$ cat src/rtl/llr_loader.sv
// llr_loader: gathers N_V channel LLRs, one per beat, into a packed frame for the decoder.
// Optional macro LLR_SAT_EN: symmetric saturation of each beat instead of truncation.
module llr_loader #(
  parameter int unsigned WIDTH    = 8,
  parameter int unsigned N_V      = 44,
  parameter int unsigned IN_WIDTH = 10
) (
  input  logic                       clk,
  input  logic                       rst_n,
  input  logic                       in_valid,
  output logic                       in_ready,
  input  logic signed [IN_WIDTH-1:0] in_llr,
  input  logic                       in_last,
  output logic                       out_valid,
  input  logic                       out_ready,
  output logic [WIDTH*N_V-1:0]       all_llrs,
  output logic                       frame_err
);

  localparam int unsigned CntW = (N_V > 1) ? $clog2(N_V) : 1;
  localparam logic [CntW-1:0] CntMax = CntW'(N_V - 1);

  typedef enum logic {StFill, StFull} state_e;

  state_e               state_q, state_d;
  logic [CntW-1:0]      cnt_q, cnt_d;
  logic                 ready_q, ready_d;
  logic                 err_q, err_d;
  logic [WIDTH*N_V-1:0] llrs_q;
  logic                 accept;
  logic [WIDTH-1:0]     beat;
  logic                 unused_in;

`ifdef LLR_SAT_EN
  localparam logic signed [IN_WIDTH-1:0] SatPos = IN_WIDTH'((2 ** (WIDTH - 1)) - 1);
  localparam logic signed [IN_WIDTH-1:0] SatNeg = -SatPos;

  logic signed [IN_WIDTH-1:0] clamped;

  // Symmetric clamp: the most-negative code never reaches the decoder.
  always_comb begin
    clamped = in_llr;
    if (in_llr > SatPos) begin
      clamped = SatPos;
    end else if (in_llr < SatNeg) begin
      clamped = SatNeg;
    end
  end

  assign beat      = clamped[WIDTH-1:0];
  assign unused_in = ^clamped;
`else
  assign beat      = in_llr[WIDTH-1:0];
  assign unused_in = ^in_llr;
`endif

  // ready_q is only ever high in StFill, so it alone qualifies a transfer.
  assign accept = in_valid && ready_q;

  always_comb begin
    state_d = state_q;
    cnt_d   = cnt_q;
    err_d   = 1'b0;
    unique case (state_q)
      StFill: begin
        if (accept) begin
          if (cnt_q == CntMax) begin
            cnt_d   = '0;
            state_d = StFull;
            err_d   = !in_last;
          end else if (in_last) begin
            // Short frame: drop it but leave the written slots as they are.
            cnt_d = '0;
            err_d = 1'b1;
          end else begin
            cnt_d = cnt_q + CntW'(1);
          end
        end
      end
      StFull: begin
        if (out_ready) begin
          state_d = StFill;
        end
      end
    endcase
    ready_d = (state_d == StFill);
  end

  always_ff @(posedge clk or negedge rst_n) begin
    if (!rst_n) begin
      state_q <= StFill;
      cnt_q   <= '0;
      ready_q <= 1'b0;
      err_q   <= 1'b0;
    end else begin
      state_q <= state_d;
      cnt_q   <= cnt_d;
      ready_q <= ready_d;
      err_q   <= err_d;
    end
  end

  always_ff @(posedge clk or negedge rst_n) begin
    if (!rst_n) begin
      llrs_q <= '0;
    end else if (accept) begin
      llrs_q[cnt_q*WIDTH +: WIDTH] <= beat;
    end
  end

  assign in_ready  = ready_q;
  assign out_valid = (state_q == StFull);
  assign all_llrs  = llrs_q;
  assign frame_err = err_q;

endmodule

$ cat config.mk
export PLATFORM = sky130hd
export DESIGN_NAME = llr_loader
export DESIGN_NICKNAME = d
export VERILOG_FILES = /design/src/rtl/llr_loader.sv
export SDC_FILE = /design/constraint.sdc
export NUM_CORES = 1
export LEC_CHECK = 0
export BUFFER_PORTS_ARGS = -buffer_cell sky130_fd_sc_hd__buf_2
export CORE_MARGIN = 8
export CORE_UTILIZATION = 57
export DETAILED_ROUTE_END_ITERATION = 8
export PLACE_DENSITY = 0.95
export SKIP_CTS_REPAIR_TIMING = 1
export SYNTH_ARGS = -nofsm -noshare
export SYNTH_HDL_FRONTEND = slang
export SYNTH_SLANG_ARGS = --single-unit
$ cat constraint.sdc
create_clock -name clk -period 8.9 [get_ports clk]
set_clock_uncertainty 0.1 [all_clocks]
set_input_delay 0 -clock clk [delete_from_list [all_inputs] [get_ports clk]]
set_output_delay 0 -clock clk [all_outputs]
set_load 0.01 [all_outputs]
==> results of run 1 <==
-- per-stage QoR --
step           setup WS, ns  std cells
3_3_place_gp           4.82       1792
6_report               4.41       1867
3_5_place_dp           4.62       1792
5_1_grt                4.18       1866
2_1_floorplan          5.89       1155
4_1_cts                4.61       1854
-- sequential cells by signal (all words and copies together) (netlist names) --
| signal | flops |
|---|---|
| all_llrs | 352 |
| cnt_q | 6 |
| frame_err | 1 |
| in_ready | 1 |
| out_valid | 1 |
-- logic make-up (layout without fill, tap and decap cells) --
| logic type | count (synthesis) | after routing | synth area share (%) |
|---|---|---|---|
| compound gates | 290 | 290 | 10.6 |
| xor+xnor | 7 | 7 | 0.473 |
| fa+ha+maj | 3 | 3 | 0.258 |
| buf+inv | 77 | 458 | 2.35 |
| flops | 361 | 361 | 62.1 |
| mux | 218 | 218 | 16.9 |
| other cells | 0 | 1 | 0 |
| simple gates | 199 | 199 | 7.40 |
-- where the power goes --
group	total [mW]	switching, mW	internal (mW)
Clock	1.52	0.630	0.888
Combinational	0.413	0.305	0.108
Sequential	1.71	0.0279	1.68
-- area by class of cell --
type	count	area (um2)	area share, %
antenna	1	2.50	0.0140
clock buffer	45	966	5.40
clock inverter	17	194	1.08
inverter	9	33.8	0.189
multi-input combinational	717	5200	29.1
sequential	361	9030	50.5
tap	330	413	2.31
timing repair buffer	387	2040	11.4
-- worst max path at each step --
| stage | from | endpoint | cells past startpoint |
|---|---|---|---|
| 2_1_floorplan | cnt_q[0] | all_llrs[231] | 10 |
| 3_3_place_gp | cnt_q[0] | all_llrs[150] | 7 |
| 3_5_place_dp | cnt_q[0] | all_llrs[147] | 7 |
| 4_1_cts | cnt_q[0] | all_llrs[147] | 7 |
| 5_1_grt | cnt_q[0] | all_llrs[145] | 7 |
| 6_report | cnt_q[0] | all_llrs[147] | 7 |
-- Yosys cell counts (8+ instances only) --
cell,number,share of area [%]
dfrtp_1,361,62
and2_1,16,0.69
o21ai_1,16,0.55
nor3_4,8,0.89
o31ai_1,13,0.67
nand2_1,51,1.3
clkbuf_1,51,1.3
nand3_1,35,1.2
nor2_1,44,1.1
mux2_2,215,17
inv_1,9,0.23
o21ai_0,246,8.5
buf_2,10,0.34
-- critical path: stages, from the launching register on --
cell,delay (ns)
dfrtp_1,0.70
inv_1,0.16
ha_1,0.33
nor3b_4,0.21
a211oi_1,0.57
nand4_1,0.68
nor2_1,1.17
mux2_2,0.44
-- layer usage --
metal	vias up	track usage, %
li1	4843	-
met3	150	8.46
met1	5814	37.5
met2	756	50.6
met5	-	0.832
met4	2	13.8
==> flow_metrics.tcl, run 1 <==
set metrics [dict create \
    final_area_mm2 0.0179 \
    maxSlewViolCount 0 \
    routed_wl_um 49000 \
    r2r_slack_ns 4.41 \
    nFillCells 1664 \
    io_buffers 367 \
    place_congestion 0.872 \
    crit_type "flop to flop" \
    synth_fp_nets 1173 \
    clkLatencyLatePin_ns 0.50 \
    ys_ff_latch 361 \
    whs_ns -0.0153 \
    dp_hpwl_um 33200 \
    initialDrtViolationCount 1520 \
    h-tree-depth 2 \
    grt_max_degree 197 \
    cp-start-kind "flop" \
    r2r-end "all_llrs[147]" \
    clkTransAtPathRegs_ns 0.06 \
    antenna_found_initial 0 \
    cts_tree "yes" \
    firstDrtPassIters 6 \
    yosys_warnings 0 \
    final_nets 1531 \
    final.setup.tns_ns 0 \
    final-hold-violation-count 7 \
    postSynthAreaPerCell_um2 12.6 \
    vias 11600 \
    grt-ovfl-total 0 \
    min_period_ns 4.49 \
    synth_edf_count 0 \
    violations "negative hold slack" \
    drv_cap 0 \
    avgRoutedWirePerCell_um 26.3 \
    slew_headroom_pct 17.9 \
    hold_path.class "input pin to async pin" \
    numCtsBuffers 37 \
    path_max_fanout 20 \
    dr_wl_met2_um 23900 \
    tightest_slew_ns 1.23 \
    grtUsageTotal_pct 30.8 \
    setup_viol 0 \
    cts_sinks 361 \
    leakage_nw 9.70 \
    m1WireLength_um 18200 \
    seq_area_frac_synth_pct 62.1 \
    reg2reg_depth 7 \
    syn_to_final_growth_pct 22.9 \
    utilization_pct 71.2 \
    ys.flop_type "dfrtp_1" \
    cts-root-buf "clkbuf_16" \
    die_h_um 176 \
    netlist_area_mm2 0.0146 \
    cp.arrival_ns 4.78 \
    die_x_um 176 \
    layout_worst_path_cycle_share_pct 50.5 \
    fp.dieArea_mm2 0.0309 \
    grt_pass1_vias 11900 \
    ios 370 \
    placed_cell_area_mm2 0.0166 \
    rsz0062_at_grt "no" \
    core-area_mm2 0.0251 \
    power_mw 3.64 \
    grt_pass1_wl_um 73100 \
    vias_per_cell 6.19 \
    power_density_mw_per_mm2 204 \
    routed.top_layer "met5" \
    clock.fmax_mhz 222 \
    status "complete, but fails checks" \
    max-vdd-ir-drop_mv 0.164 \
    drive_gt1_share_pct 43.7 \
    initial_core_util_pct 58.0 \
    cp_data_required_time_ns 9.18 \
    cts_buffer_depth 3 \
    synthDistinctLibCells 54 \
    wl_met3_um 4810 \
    final_common_cell "buf_2" \
    drc 0 \
    rows 58 \
    synth_cells 1155 \
    layout_common_cells "buf_2 (366), dfrtp_1 (361), o21ai_0 (246), mux2_2 (215), nand2_1 (51)" \
    r2r-start "cnt_q[0]" \
    synth_async_sr_flop_share_pct 100 \
    cp-end-kind "flop" \
    final_antenna_net_count 0 \
]
Note: power is estimated with default switching activity, not from simulation.
==> inputs of run 2 (changes only) <==
--- a/config.mk
+++ b/config.mk
@@ -7,9 +7,9 @@
 export LEC_CHECK = 0
 export BUFFER_PORTS_ARGS = -buffer_cell sky130_fd_sc_hd__buf_2
 export CORE_MARGIN = 8
-export CORE_UTILIZATION = 57
+export CORE_UTILIZATION = 48
 export DETAILED_ROUTE_END_ITERATION = 8
-export PLACE_DENSITY = 0.95
+export PLACE_DENSITY = 0.88
 export SKIP_CTS_REPAIR_TIMING = 1
 export SYNTH_ARGS = -nofsm -noshare
 export SYNTH_HDL_FRONTEND = slang
==> constraint.sdc (replaced) <==
create_clock -name clk -period 4 [get_ports clk]
set_clock_uncertainty 0.1 [all_clocks]
set_input_delay 0 -clock clk [delete_from_list [all_inputs] [get_ports clk]]
set_output_delay 0 -clock clk [all_outputs]
set_load 0.01 [all_outputs]
==> run 2 against run 1 <==
  * Die area is 17% higher
  * Count of clock-buffer cells in the layout is 11 higher
  * Routed wire length fell by 0.72%
  * Critical path type unchanged
  * Sequential power increased by 120%
  * Global-route usage decreased by 4.6 points
  * Critical path depth increased by 3
  * First-iteration DRC count is 46% lower
  * Maximum frequency grew 24%
  * Sequential cell count unchanged
  * The run now ends clean
  * Largest cell class unchanged
==> flow_metrics.tcl, run 2 (same netlist as run 1, synthesis figures left out) <==
set metrics [dict create \
    status "finished, final reports clean" \
    core-area_mm2 0.0297 \
    layoutNonFillerInstCount 1962 \
    cts_tree "yes" \
    path_buf_inv 2 \
    crit_slowest_cell "or4_4" \
    utilization_pct 61.6 \
    multiInputGateArea_mm2 0.00520 \
    vias_per_cell 5.83 \
    reg2reg_depth 10 \
    grt_max_degree 117 \
    hold_path.class "input pin to flop" \
    final_common_cell "buf_2" \
    dp_hpwl_um 34600 \
    crit_top_cell "buf_4" \
    whs_ns 0.0221 \
    min_period_ns 3.63 \
    maxSlewViolCount 0 \
    final-hold-violation-count 0 \
    layout_worst_path_cycle_share_pct 90.7 \
    tightest_slew_ns 1.08 \
    grt_pass1_vias 11800 \
    firstDrtPassIters 5 \
    r2r-start "cnt_q[1]" \
    leakage_nw 9.89 \
    hold_path_depth 3 \
    path_depth 10 \
    initial_core_util_pct 49.0 \
    regArea_mm2 0.00903 \
    final_antenna_net_count 0 \
    path_max_fanout 45 \
    power_density_mw_per_mm2 455 \
    final_nets 1562 \
    grtUsageTotal_pct 26.2 \
    cp_data_required_time_ns 4.27 \
    antenna_found_initial 0 \
    ios 370 \
    cts-root-buf "clkbuf_16" \
    clock.fmax_mhz 276 \
    max-vdd-ir-drop_mv 0.428 \
    cp-start-kind "flop" \
    rows 63 \
    r2r-end "all_llrs[115]" \
    place_congestion 0.897 \
    fp.dieArea_mm2 0.0361 \
    io_buffers 367 \
    final.setup.tns_ns 0 \
    die_x_um 190 \
    h-tree-depth 2 \
    critical_path.top_delay_family "simple AND/OR/NAND/NOR gates" \
    syn_to_final_growth_pct 25.8 \
    clkTransAtPathRegs_ns 0.06 \
    rsz0062_at_grt "no" \
    drv_cap 0 \
    worst_slack_ns 0.373 \
    grt_pass1_wl_um 73300 \
    clkLatencyLatePin_ns 0.52 \
    crit_start "cnt_q[1]" \
    layout_common_cells "buf_2 (366), dfrtp_1 (361), o21ai_0 (246), mux2_2 (215), nand2_1 (51)" \
    avgRoutedWirePerCell_um 24.8 \
    r2r_slack_ns 0.37 \
    die_h_um 190 \
    worstPathCellList "or4_4 > nor2_1 > ha_1 > nand2b_1 > o21a_1 > a2111o_2 > buf_4 > buf_4 > or2_0 > o21ai_0" \
    initialDrtViolationCount 817 \
    vias 11400 \
    cp-end-kind "flop" \
    cp.arrival_ns 3.90 \
    drive_gt1_share_pct 45.0 \
    nFillCells 2280 \
    dp.cells 1882 \
    largest_register_ffs 352 \
    cts_sinks 361 \
    cts_buffer_depth 3 \
    setup_viol 0 \
    slew_headroom_pct 27.7 \
    numCtsBuffers 38 \
    routed_wl_um 48700 \
    grt-ovfl-total 0 \
    dp_slack_ns 0.466 \
    cp-endpoint "all_llrs[115]" \
    crit_type "flop to flop" \
    cpPeakStageDelay_ns 0.57 \
    drc 0 \
]
-- run 2: cell count changes in the layout (fill, tap and decap cells not counted), sizes merged --
cell / before / now
buf: 375 / 405
clkinvlp: 2 / 4
bufinv: 4 / 2
clkbuf: 45 / 56
inv: 9 / 12
clkinv: 11 / 2
-- run 2: worst min-delay path by stage --
stage	start	endpoint	slack, ns
detailed placement	rst_n	all_llrs[321]	0.06
finish	in_llr[6]	all_llrs[62]	0.02
floorplan	rst_n	all_llrs[0]	-0.40
global route	in_llr[6]	all_llrs[62]	-0.0007
global placement	rst_n	all_llrs[321]	0.04
CTS	rst_n	all_llrs[318]	-0.50
-- run 2: stage by stage --
stage	total power, mW	area (um2)
after CTS	8.37	18200
final	8.32	18300
after detailed placement	4.81	16900
after global routing	8.61	18300
after floorplan	4.35	14600
after global placement	4.78	16900
-- run 2: area by class of cell --
class	count	share of cell area, %
repair buffers	417	12.4
clock buffers	56	6.28
flip-flops and latches	361	49.3
clock inverters	11	0.690
multi-input cells	717	28.4
inverters	9	0.185
well taps	390	2.67
diodes	1	0.0137
-- run 2: metal layers --
| layer | part of all wire (%) | track usage (%) | vias up |
|---|---|---|---|
| met5 | 0 | 0 | - |
| met2 | 48 | 43.2 | 635 |
| met4 | 3.5 | 9.56 | 0 |
| li1 | - | - | 4892 |
| met3 | 11 | 8.44 | 109 |
| met1 | 38 | 32.0 | 5799 |
-- run 2: where the power goes --
| part | total [mW] | leakage [nW] | internal (mW) | switching, mW |
|---|---|---|---|---|
| Clock | 3.56 | 0.617 | 2.13 | 1.43 |
| Combinational | 0.961 | 4.26 | 0.277 | 0.684 |
| Sequential | 3.80 | 5.01 | 3.75 | 0.0571 |
| Total | 8.32 | 9.89 | 6.15 | 2.17 |
-- run 2: worst register-to-register path, delay by kind of cell (launching register included) --
family                     cells  cell delay, ns
DFF                            1            0.44
adders and majority gates      1            0.23
buffers and inverters          2            0.78
and+or+nand+nor                4            1.23
AOI/OAI and AO/OA              3            0.70
==> inputs of run 3 (changes only) <==
==> config.mk (replaced) <==
export PLATFORM = sky130hd
export DESIGN_NAME = llr_loader
export DESIGN_NICKNAME = d
export VERILOG_FILES = /design/src/rtl/llr_loader.sv
export SDC_FILE = /design/constraint.sdc
export NUM_CORES = 1
export LEC_CHECK = 0
export CORE_MARGIN = 8
export CORE_UTILIZATION = 63
export DETAILED_ROUTE_END_ITERATION = 8
export DONT_BUFFER_PORTS = 1
export PLACE_DENSITY = 0.91
export SKIP_CTS_REPAIR_TIMING = 1
export SYNTH_ARGS = -nofsm -noshare
export SYNTH_HDL_FRONTEND = slang
export SYNTH_SLANG_ARGS = --single-unit
==> constraint.sdc (replaced) <==
create_clock -name clk -period 3.8 [get_ports clk]
set_clock_uncertainty 0.1 [all_clocks]
set_input_delay 0 -clock clk [delete_from_list [all_inputs] [get_ports clk]]
set_output_delay 0 -clock clk [all_outputs]
set_load 0.01 [all_outputs]
==> run 3 against run 2 <==
  * The flow now finishes with violations (negative hold slack)
  * First-iteration DRC count is 30% higher
  * Non-clock buffer count shrank 371
  * Sequential share of layout area rose by 6.2 points
  * Register-to-register slack worse by 0.11 ns
  * Count of clock-buffer cells in the layout fell by 5
  * Die area fell by 22%
  * Via count decreased by 12%
  * Global-route usage grew 5.7 points
  * Final area fell by 11%
==> flow_metrics.tcl, run 3 (same netlist as run 1, synthesis figures left out) <==
set metrics [dict create \
    status "complete, but fails checks" \
    violations "negative hold slack" \
    p_sw_mw 2.15 \
    slew_headroom_pct 37.2 \
    grt_pass1_wl_um 67900 \
    clock.fmax_mhz 283 \
    met3_usage_pct 13.9 \
    multiInputGateArea_mm2 0.00521 \
    grt_max_degree 362 \
    syn_to_final_growth_pct 11.8 \
    layout_worst_path_cycle_share_pct 93.1 \
    ios 370 \
    gr-usage-met2_pct 52.9 \
    avgRoutedWirePerCell_um 31.0 \
    pwr-share-clk_pct 43.2 \
    cts_buffer_depth 3 \
    setup_viol 0 \
    grt_pass1_vias 10200 \
    initialDrtViolationCount 1065 \
    min_period_ns 3.54 \
    cp.arrival_ns 3.83 \
    tightest_slew_ns 0.933 \
    cp_data_required_time_ns 4.09 \
    cp-end-kind "flop" \
    rsz0062_at_grt "no" \
    cts_tree "yes" \
    place_congestion 0.942 \
    routed_wl_um 46000 \
    final_nets 1189 \
    maxSlewViolCount 0 \
    whs_ns -0.922 \
    cts_sinks 361 \
    final-hold-violation-count 361 \
    die_h_um 168 \
    numCtsBuffers 36 \
    cts-root-buf "clkbuf_16" \
    comb_power_share_pct 9.0 \
    layoutNonFillerInstCount 1484 \
    drive_gt1_share_pct 28.1 \
    layout_common_cells "dfrtp_1 (361), o21ai_0 (246), mux2_2 (215), nand2_1 (51), nor2_1 (43)" \
    max-vdd-ir-drop_mv 0.446 \
    largest_register_ffs 352 \
    regArea_mm2 0.00903 \
    drc 0 \
    grt_busiest_layer "met2" \
    power.internal_mw 6.38 \
    fp.dieArea_mm2 0.0282 \
    grt-ovfl-total 0 \
    antenna_found_initial 2 \
    die_x_um 168 \
    dp.cells 1407 \
    drv_cap 0 \
    nFillCells 1417 \
    io_buffers 0 \
    vias_per_cell 6.81 \
    pwr-share-seq_pct 47.8 \
    path_max_fanout 13 \
    firstDrtPassIters 7 \
    initial_core_util_pct 64.3 \
    clkLatencyLatePin_ns 0.51 \
    rows 55 \
    crit_type "flop to flop" \
    power_mw 8.53 \
    met1_usage_pct 36.8 \
    core-area_mm2 0.0226 \
    vias 10100 \
    clkTransAtPathRegs_ns 0.06 \
    cp-start-kind "flop" \
    p_sw_share_pct 25.3 \
    leakage_nw 7.85 \
    dp_hpwl_um 30800 \
    power_density_mw_per_mm2 525 \
    hold_path.class "input pin to async pin" \
    grtUsageTotal_pct 31.9 \
    final_common_cell "dfrtp_1" \
    final_antenna_net_count 0 \
    h-tree-depth 2 \
]
[run 3: area by class of cell]
| class | instances | share of cell area (%) |
|---|---|---|
| sequential | 361 | 55.5 |
| multi-input combinational | 717 | 32.0 |
| clock buffer | 51 | 6.51 |
| timing repair buffer | 46 | 2.37 |
| tap | 285 | 2.19 |
| clock inverter | 14 | 1.12 |
| inverter | 9 | 0.208 |
| antenna | 1 | 0.0154 |
[run 3: worst paths after layout]
| path | end | start | slack (ns) | cells after the start |
|---|---|---|---|---|
| worst max-delay path | all_llrs[138] | cnt_q[0] | 0.26 | 8 |
| worst min-delay path | all_llrs[280] | rst_n | -0.92 | 0 |
| worst max register to register | all_llrs[138] | cnt_q[0] | 0.26 | 8 |
| worst min register to register | all_llrs[207] | all_llrs[207] | 0.49 | 1 |
| max in group asynchronous | all_llrs[73] | rst_n | 3.90 | 0 |
| min in group clk | all_llrs[236] | in_llr[4] | 0.05 | 2 |
[run 3: stage by stage]
step | hold WS [ns] | setup TNS [ns] | setup WS (ns) | util, % | area, um2
3_5_place_dp | -0.384 | -0.751 | -0.0619 | 65.8 | 14900
4_1_cts | -0.924 | -1.60 | -0.0950 | 71.3 | 16100
5_1_grt | -0.938 | 0 | 0.0467 | 71.8 | 16300
6_report | -0.922 | 0 | 0.260 | 71.8 | 16300
3_3_place_gp | -0.382 | 0 | 0.138 | 65.8 | 14900
2_1_floorplan | -0.396 | 0 | 0.792 | - | 14600
[run 3: worst max-delay path, stage by stage (launching register included)]
cell and delay (ns):
dfrtp_1 0.47, buf_4 0.23, inv_1 0.08, ha_1 0.28
nor3b_4 0.21, a211oi_1 0.58, and2_1 0.46, nand3_1 0.53
mux2_2 0.46
[run 3: layer usage]
layer	vias up	wire, um	share of wire [%]
met5	-	0	0
met4	0	1430	3.1
met3	100	6160	13
met2	671	22800	49
met1	5198	15700	34
li1	4138	-	-
[run 3: power by group through the flow]
stage,clock network (mW),registers [mW],logic (mW)
final,3.69,4.08,0.764
after global routing,3.87,4.09,0.814
after CTS,3.71,4.08,0.706
after detailed placement,0,4.15,0.700
after global placement,0,4.14,0.677
after floorplan,0,4.11,0.471
